[src/rtl/rle_decoder.sv]
// -----------------------------------------------------------------------------
// rle_decoder
//   Re-expands (value, run-count) pairs from the RLE encoder into one sample per
//   cycle for the IDCT stage. A small input FIFO absorbs pair bursts. An
//   expander FSM repeats each value count times under a valid/ready handshake.
//
//   Optional feature: define RLE_STATS_EN to add the pair_cnt / sample_cnt
//   statistics ports and counters. Without it, the ports are absent and the
//   datapath behaves identically.
//
// Parameters
//   width       sample value width (matches the encoder output)
//   DEPTH       input FIFO entries; must be a power of two, >= 2
//
// Ports
//   clk         single clock, rising edge
//   reset       synchronous, active-high reset
//   in_value    run value
//   in_count    run length 1..7; a count of 0 is illegal and is flagged
//   in_valid    pair present
//   in_ready    FIFO can accept a pair (held low while reset is high)
//   out_value   expanded sample
//   out_valid   out_value valid
//   out_ready   consumer accepts the sample
//   zero_err    sticky flag: a count==0 pair was popped; cleared only by reset
//   pair_cnt    [RLE_STATS_EN] pairs popped from the FIFO, zero pairs included
//   sample_cnt  [RLE_STATS_EN] output handshakes
// -----------------------------------------------------------------------------
module rle_decoder #(
  parameter int width = 8,
  parameter int DEPTH = 4
) (
  input  logic             clk,
  input  logic             reset,
  input  logic [width-1:0] in_value,
  input  logic [2:0]       in_count,
  input  logic             in_valid,
  output logic             in_ready,
  output logic [width-1:0] out_value,
  output logic             out_valid,
  input  logic             out_ready,
  output logic             zero_err
`ifdef RLE_STATS_EN
  ,
  output logic [15:0]      pair_cnt,
  output logic [15:0]      sample_cnt
`endif
);

  localparam int AW = $clog2(DEPTH);
  localparam logic [AW:0] DEPTH_CNT = (AW+1)'(DEPTH);

  typedef struct packed {
    logic [width-1:0] value;
    logic [2:0]       count;
  } pair_t;

  typedef enum logic {IDLE, EXPAND} state_t;

  // ---------------------------------------------------------------------------
  // Input FIFO
  // ---------------------------------------------------------------------------
  pair_t          mem [DEPTH];
  logic [AW-1:0]  wr_ptr, rd_ptr;
  logic [AW:0]    occ;
  logic           full, empty;
  logic           push, pop;
  pair_t          head;
  logic           head_zero;

  // Expander state
  state_t         state, state_nxt;
  logic [width-1:0] val;
  logic [2:0]     rem;
  logic           out_hs;
  logic           last_hs;
  logic           load;

  assign full      = (occ == DEPTH_CNT);
  assign empty     = (occ == '0);
  assign head      = mem[rd_ptr];
  assign head_zero = (head.count == 3'd0);

  assign in_ready  = !reset && !full;
  assign push      = in_valid && in_ready;

  assign out_hs    = out_valid && out_ready;
  // The final sample of the current run is leaving this cycle.
  assign last_hs   = out_hs && (rem == 3'd1);

  // IDLE pops whenever data is waiting; EXPAND pops only as the current run
  // ends, so the next run starts with no bubble.
  assign pop  = !empty && ((state == IDLE) || last_hs);
  assign load = pop && !head_zero;

  // NOTE: sequential state is updated with non-blocking assignments so every
  // register samples the pre-edge values, independent of process order.
  always_ff @(posedge clk) begin
    if (reset) begin
      wr_ptr <= '0;
      rd_ptr <= '0;
      occ    <= '0;
    end else begin
      if (push) wr_ptr <= wr_ptr + 1'b1;
      if (pop)  rd_ptr <= rd_ptr + 1'b1;
      case ({push, pop})
        2'b10:   occ <= occ + 1'b1;
        2'b01:   occ <= occ - 1'b1;
        default: occ <= occ;
      endcase
    end
  end

  // NOTE: the storage array is deliberately not reset; the pointers and the
  // occupancy count define which entries are live. Resetting it would only
  // add a wide reset fan-out for no functional gain.
  always_ff @(posedge clk) begin
    if (push) mem[wr_ptr] <= '{value: in_value, count: in_count};
  end

  // ---------------------------------------------------------------------------
  // Expander FSM: state register / next-state / outputs
  // ---------------------------------------------------------------------------
  always_ff @(posedge clk) begin
    if (reset) state <= IDLE;
    else       state <= state_nxt;
  end

  // NOTE: every signal assigned in always_comb gets a default first, so no
  // path leaves it unassigned and no latch is inferred.
  always_comb begin
    state_nxt = state;
    case (state)
      IDLE:    if (load) state_nxt = EXPAND;
      EXPAND:  if (last_hs && !load) state_nxt = IDLE;
      default: state_nxt = IDLE;
    endcase
  end

  always_comb begin
    out_valid = (state == EXPAND);
    out_value = val;
  end

  // Run datapath and sticky error flag.
  always_ff @(posedge clk) begin
    if (reset) begin
      val      <= '0;
      rem      <= '0;
      zero_err <= 1'b0;
    end else begin
      if (load) begin
        val <= head.value;
        rem <= head.count;
      end else if (out_hs && (rem != 3'd1)) begin
        rem <= rem - 3'd1;
      end
      if (pop && head_zero) zero_err <= 1'b1;
    end
  end

`ifdef RLE_STATS_EN
  // Free-running statistics that wrap naturally at 16 bits.
  always_ff @(posedge clk) begin
    if (reset) begin
      pair_cnt   <= '0;
      sample_cnt <= '0;
    end else begin
      if (pop)    pair_cnt   <= pair_cnt + 16'd1;
      if (out_hs) sample_cnt <= sample_cnt + 16'd1;
    end
  end
`endif

endmodule

[config.mk]
export PLATFORM = sky130hd
export DESIGN_NAME = rle_decoder
export DESIGN_NICKNAME = d
export VERILOG_FILES = /design/src/rtl/rle_decoder.sv
export SDC_FILE = /design/constraint.sdc
export NUM_CORES = 1
export LEC_CHECK = 0
export BUFFER_PORTS_ARGS = -buffer_cell sky130_fd_sc_hd__buf_4
export CORE_MARGIN = 3
export CORE_UTILIZATION = 35
export DETAILED_ROUTE_END_ITERATION = 10
export SETUP_SLACK_MARGIN = 0.5
export SYNTH_ARGS = -nofsm -noshare
export SYNTH_HDL_FRONTEND = slang
export SYNTH_SLANG_ARGS = --single-unit
[constraint.sdc]
create_clock -name clk -period 3 [get_ports clk]
set_input_delay 0.15 -clock clk [delete_from_list [all_inputs] [get_ports clk]]
set_output_delay 0.15 -clock clk [all_outputs]
set_load 0.005 [all_outputs]
======== After elaboration in Yosys (flattened, before gate mapping) ========
Memory sizes are Yosys's and may differ from the RTL's. A register that Yosys moved wholly into a read port is not among the register bits.
Index checks and enable logic that the tools add are counted.
W data, S select, Z words.
cells by class
  $add $sub $neg .......................... 5
  equal/unequal tests ..................... 5
  muxes and demuxes ....................... 10
  bitwise operators ....................... 1
  reduce and logical (&&, ||, !) cells .... 19
operator list
  kind                   count
  $logic_and A1 B1 Y1    9
  $logic_not A3 Y1       2
  $mux W3                2
  $pmux W3 S2            1
  $sub A3 B1 Y3 const B  2
  $logic_not A1 Y1       5
  $add A2 B1 Y2 const B  2
  $mux W1                4
  $mux W2                2
  $reduce_bool A2 Y1     2
  $add A3 B1 Y3 const B  1
  $eq A3 B1 Y1 const B   1
  $eq A3 B3 Y1 const B   1
  $ne A3 B1 Y1 const B   1
  $eq A2 B1 Y1 const B   1
  $eq A2 B2 Y1 const B   1
  $pmux W1 S2            1
  $logic_or A1 B1 Y1     1
  $not A1 Y1             1
word-level totals
  flip-flop bits (word level) ............. 20
  bits in writable memories ............... 44
  input bits .............................. 15
  output and inout port bits .............. 11
  logic and storage cells ................. 48
  memories ................................ 1
memory list
  memory  words  bits a word  rd ports  clocked after memory_dff  write ports  line  text
  mem     4      11           1         1                         1            63    pair_t mem [DEPTH];

======== Logic depth before layout (Yosys ltp) ========
  depth in word-level cells ............... 9
  depth in mapped cells ................... 11
  gate-level depth less buffers ........... 10

======== Worst setup path before layout ========
OpenSTA, ideal clock, no wires.
  path type ............................... register to register
  start ................................... register rem[1]
  end ..................................... register occ[2]
  setup time .............................. 0.070 ns
  data arrival time ....................... 2.246 ns
  required time ........................... 2.930 ns
  slack ................................... 0.683 ns
  cell stages (with the launch flop) ...... 12
  path buffers ............................ 1
  period minus slack after synthesis ...... 2.317 ns
  cell sequence ........................... dfxtp_1 -> inv_1 -> ha_1 -> nand3b_1 -> a21o_1 -> inv_1 -> buf_1 -> ha_1 -> fa_1 -> xnor2_1 -> or3_1 -> a21oi_1
on the way
  longest elaborated chain between the ends .. 6
  elaborated cells between the ends (all ways) .. 8
  classes of those cells .................. eq/ne (3); mux (1); reduce/logical (4)
ends and longest elaborated chain
  item                                                      line  text
  from (decl)                                               74    logic [2:0] rem;
  from (signal assigned)                                    154   rem <= head.count;
  from (signal assigned)                                    156   rem <= rem - 3'd1;
  $eq A3 B1 Y1 (*)                                          89    assign last_hs = out_hs && (rem == 3'd1);
  $logic_and A1 B1 Y1 (*)                                   89
  $logic_or A1 B1 Y1 (*)                                    93    assign pop = !empty && ((state == IDLE) || last_hs);
  $logic_and A1 B1 Y1 (*)                                   93
  via pop                                                   67    logic push, pop;
  $eq A2 B1 Y1 / $eq A2 B2 Y1 (equally long branches)       106   case ({push, pop})
  $pmux W3 S2 / $reduce_bool A2 Y1 (equally long branches)  n/a
  to (signal assigned)                                      107   2'b10: occ <= occ + 1'b1;
  to (signal assigned)                                      108   2'b01: occ <= occ - 1'b1;
  to (decl)                                                 65    logic [AW:0] occ;
Mark *: on every way through the listed nets, which the timed path passes. The rest lies on a longest branch.
A chain may end at the register's enable or synchronous reset.

======== Final worst setup path ========
  start ................................... register rem[1]
  end ..................................... register occ[2]
on the way
  longest elaborated chain between the ends .. 6
  elaborated cells between the ends (all ways) .. 8
  classes of those cells .................. eq/ne (3); mux (1); reduce/logical (4)
ends and longest elaborated chain
  item                                                      line
  $eq A3 B1 Y1 (*)                                          89
  $logic_and A1 B1 Y1 (*)                                   89
  $logic_or A1 B1 Y1 (*)                                    93
  $logic_and A1 B1 Y1 (*)                                   93
  $eq A2 B1 Y1 / $eq A2 B2 Y1 (equally long branches)       106
  $pmux W3 S2 / $reduce_bool A2 Y1 (equally long branches)  n/a
Mark *: on every way between the ends. The rest lies on a longest branch, timed or not.

==> impl_metrics.json <==
{
  "multi_input_area_um2": 802.0,
  "leakage_nw": 1.176,
  "yosysUniqueCellTypes": 32,
  "row_count": 31,
  "synthXorXnorAreaFrac_pct": 0.9962,
  "yosys.area_share.simple_pct": 6.404,
  "antenna_left": 0,
  "clkLatencyLatePin_ns": 0.34,
  "critPathKind": "register to register",
  "synth_edf_count": 44,
  "critPathRequiredTime_ns": 3.27,
  "dpl_cell_area_um2": 2938,
  "grt_max_degree": 24,
  "hold_violations": 0,
  "dp_hpwl_um": 3130,
  "p_total_mw": 2.894,
  "ys_seq_area_share_pct": 66.79,
  "syn_avg_cell_area_um2": 15.07,
  "setup_viol": 0,
  "cts-root-buf": "clkbuf_8",
  "relSlewSlack_pct": 57.68,
  "syn_to_final_growth_pct": 23.43,
  "yosysWarnings": 0,
  "synthTopCellsByArea": "edfxtp_1 (50%), dfxtp_1 (17%), mux4_1 (9.0%), ha_1 (3.3%), a21oi_1 (3.0%)",
  "swShare_pct": 30.86,
  "cts_tree": "done",
  "grt-ovfl-total": 0,
  "final_area_um2": 3256,
  "dr.pass1.iters": 5,
  "tns_ns": 0,
  "synth_seq_cells": 66,
  "io_pins": 26,
  "synth_top_area_share_pct": 50.09,
  "p_int_mw": 2.001,
  "min_period_over_period_pct": 77.50,
  "design.core.area_um2": 7292,
  "power.density_nw_per_um2": 888.9,
  "clockPowerShare_pct": 27.6,
  "comb_power_share_pct": 29.9,
  "synth_top_family_by_area": "multiplexers",
  "numCtsBuffers": 9,
  "fin_crit_ns": 2.325,
  "post-cts-setup-buffer-count": 0,
  "layout_common_cells": "edfxtp_1 (44), buf_4 (29), dfxtp_1 (22), a21oi_1 (16), o21ai_0 (11)",
  "cts.clk_slew.worst_paths_ns": 0.07,
  "cp_max_fo": 13,
  "worstSetupEndpointType": "register",
  "dieArea_um2": 8614,
  "clock-sinks": 66,
  "reg2reg_to": "occ[2]",
  "grt_pass1_wl_um": 7859,
  "status": "finished, final reports clean",
  "vias_per_cell": 4.829,
  "antenna_found_initial": 0,
  "nets": 241,
  "port_buffers": 25,
  "initial_utilization_pct": 36.17,
  "regArea_um2": 1762,
  "final_util_pct": 44.65,
  "h-tree-depth": 3,
  "worst_clock_skew_ns": 0.007416,
  "synth_cells": 175,
  "hp-class": "input pin to register",
  "routedWlPerCell_um": 14.95,
  "hold_depth": 1,
  "final_common_cell": "edfxtp_1",
  "p_sw_uw": 893.0,
  "die_w_um": 92.81,
  "rsz0062_at_grt": "false",
  "die_height_um": 92.81,
  "min_from": "in_count[1]",
  "place_congestion": 0.8260,
  "first_iter_violations": 85,
  "maxCapViolCount": 0,
  "min_to": "mem[2][1]",
  "clk_path_buf_depth": 2,
  "crit_start": "rem[1]",
  "cp_data_arrival_time_ns": 2.60,
  "r2r_start": "rem[1]",
  "yosys.area.top_type": "edfxtp_1",
  "drc_errors": 0,
  "start_kind": "register",
  "grt_pass1_vias": 1548,
  "ys.flop_type": "edfxtp_1",
  "n_antenna_cell": 0,
  "worst_pin_slew_ns": 0.6349,
  "nFillCells": 693,
  "vias": 1550,
  "synthAdderAreaFrac_pct": 4.080,
  "synthArstFlopShare_pct": 0,
  "synthesis.area_um2": 2638,
  "r2r_slack_ns": 0.67,
  "groute.usage.overall_pct": 12.44,
  "reg2reg_depth": 10,
  "synth_fp_nets": 198,
  "drv_slew": 0,
  "wl_um": 4798,
  "seqPwrFrac_pct": 42.5,
  "vdd_ir_drop_max_mv": 0.4441,
  "synth_compound_area_share_pct": 7.827,
  "synth.mux.area_fraction_pct": 11.05,
  "fmax_ghz": 0.4301,
  "drive_gt1_share_pct": 21.17
}
-- cell families (layout without fill, tap and decap cells) --
group                      count (synthesis)  in the layout
muxes                                     12             12
buffers and inverters                     16             63
xor gates and xnor gates                   3              3
AOI/OAI and AO/OA                         36             36
DFF                                       66             66
adders and majority gates                  8              8
and+or+nand+nor                           34             34
-- metrics by stage --
stage                     worst slack, ns  hold slack (ns)  std cells
final                              0.6749          0.02858        321
after global routing               0.5274         0.005686        321
after global placement             0.6422           0.3507        296
after detailed placement           0.5805           0.3531        296
after CTS                          0.5616        0.0004507        316
after floorplan                    0.6833           0.2489        175
-- synth_stat cells, types with 2 or more instances --
master,count
mux4_1,9
a21oi_1,16
nor3_1,2
o21ai_0,11
edfxtp_1,44
inv_1,9
and2_1,4
or3_1,4
clkbuf_1,4
nand2_1,6
ha_1,7
mux4_2,2
xnor2_1,2
nand3_1,8
dfxtp_1,22
nor2_1,8
buf_6,2
-- area by class of cell --
| type | count | share of cell area (%) |
|---|---|---|
| multi-input cells | 93 | 24.63 |
| clock buffers | 9 | 3.805 |
| repair buffers | 39 | 9.762 |
| well taps | 99 | 3.805 |
| inverters | 9 | 1.038 |
| flip-flops and latches | 66 | 54.11 |
| clock inverters | 6 | 2.844 |
-- power by group through the flow --
stage                     combinational [mW]  sequential (mW)  clock, mW
after global placement                 0.844             1.25          0
final                                  0.865             1.23      0.798
after floorplan                        0.607             1.22          0
after global routing                   0.979             1.26      0.867
after detailed placement               0.858             1.25          0
after CTS                              0.866             1.24      0.822
-- flip-flops by register name, indices dropped and copies added, names as in the netlist, named ones only --
name       count
out_valid      1
rem            3
rd_ptr         2
occ            3
out_value      8
mem           44
wr_ptr         2
zero_err       1
-- critical path, stage by stage (launching register included) --
cell and delay, ns:
dfxtp_1 0.33, inv_1 0.06, ha_1 0.21, nand3b_1 0.11
a21o_2 0.27, inv_1 0.09, ha_1 0.22, fa_1 0.38
xnor2_1 0.14, or3_1 0.31, a21oi_1 0.14
-- worst max-delay path by stage --
stage / slack, ns / to
floorplan: 0.68 / occ[2]
global route: 0.53 / occ[2]
CTS: 0.56 / occ[2]
finish: 0.67 / occ[2]
detailed placement: 0.58 / occ[2]
global placement: 0.64 / occ[2]
-- per-layer routing --
layer  vias to the layer above  share of wire (%)  global-route usage (%)
met5                         -                  0                       0
met4                         0                1.3                   5.617
met3                         6                5.6                   5.443
met2                        44                 46                   17.70
met1                       747                 47                   16.35
li1                        753                  -                       -
-- timing repair --
item,CTS,global route
hold buffers,5,5
setup endpoints to repair,0,1
gates resized for setup,0,1
endpoints found under the hold margin,17,14
Note: power is estimated with default switching activity, not from simulation.
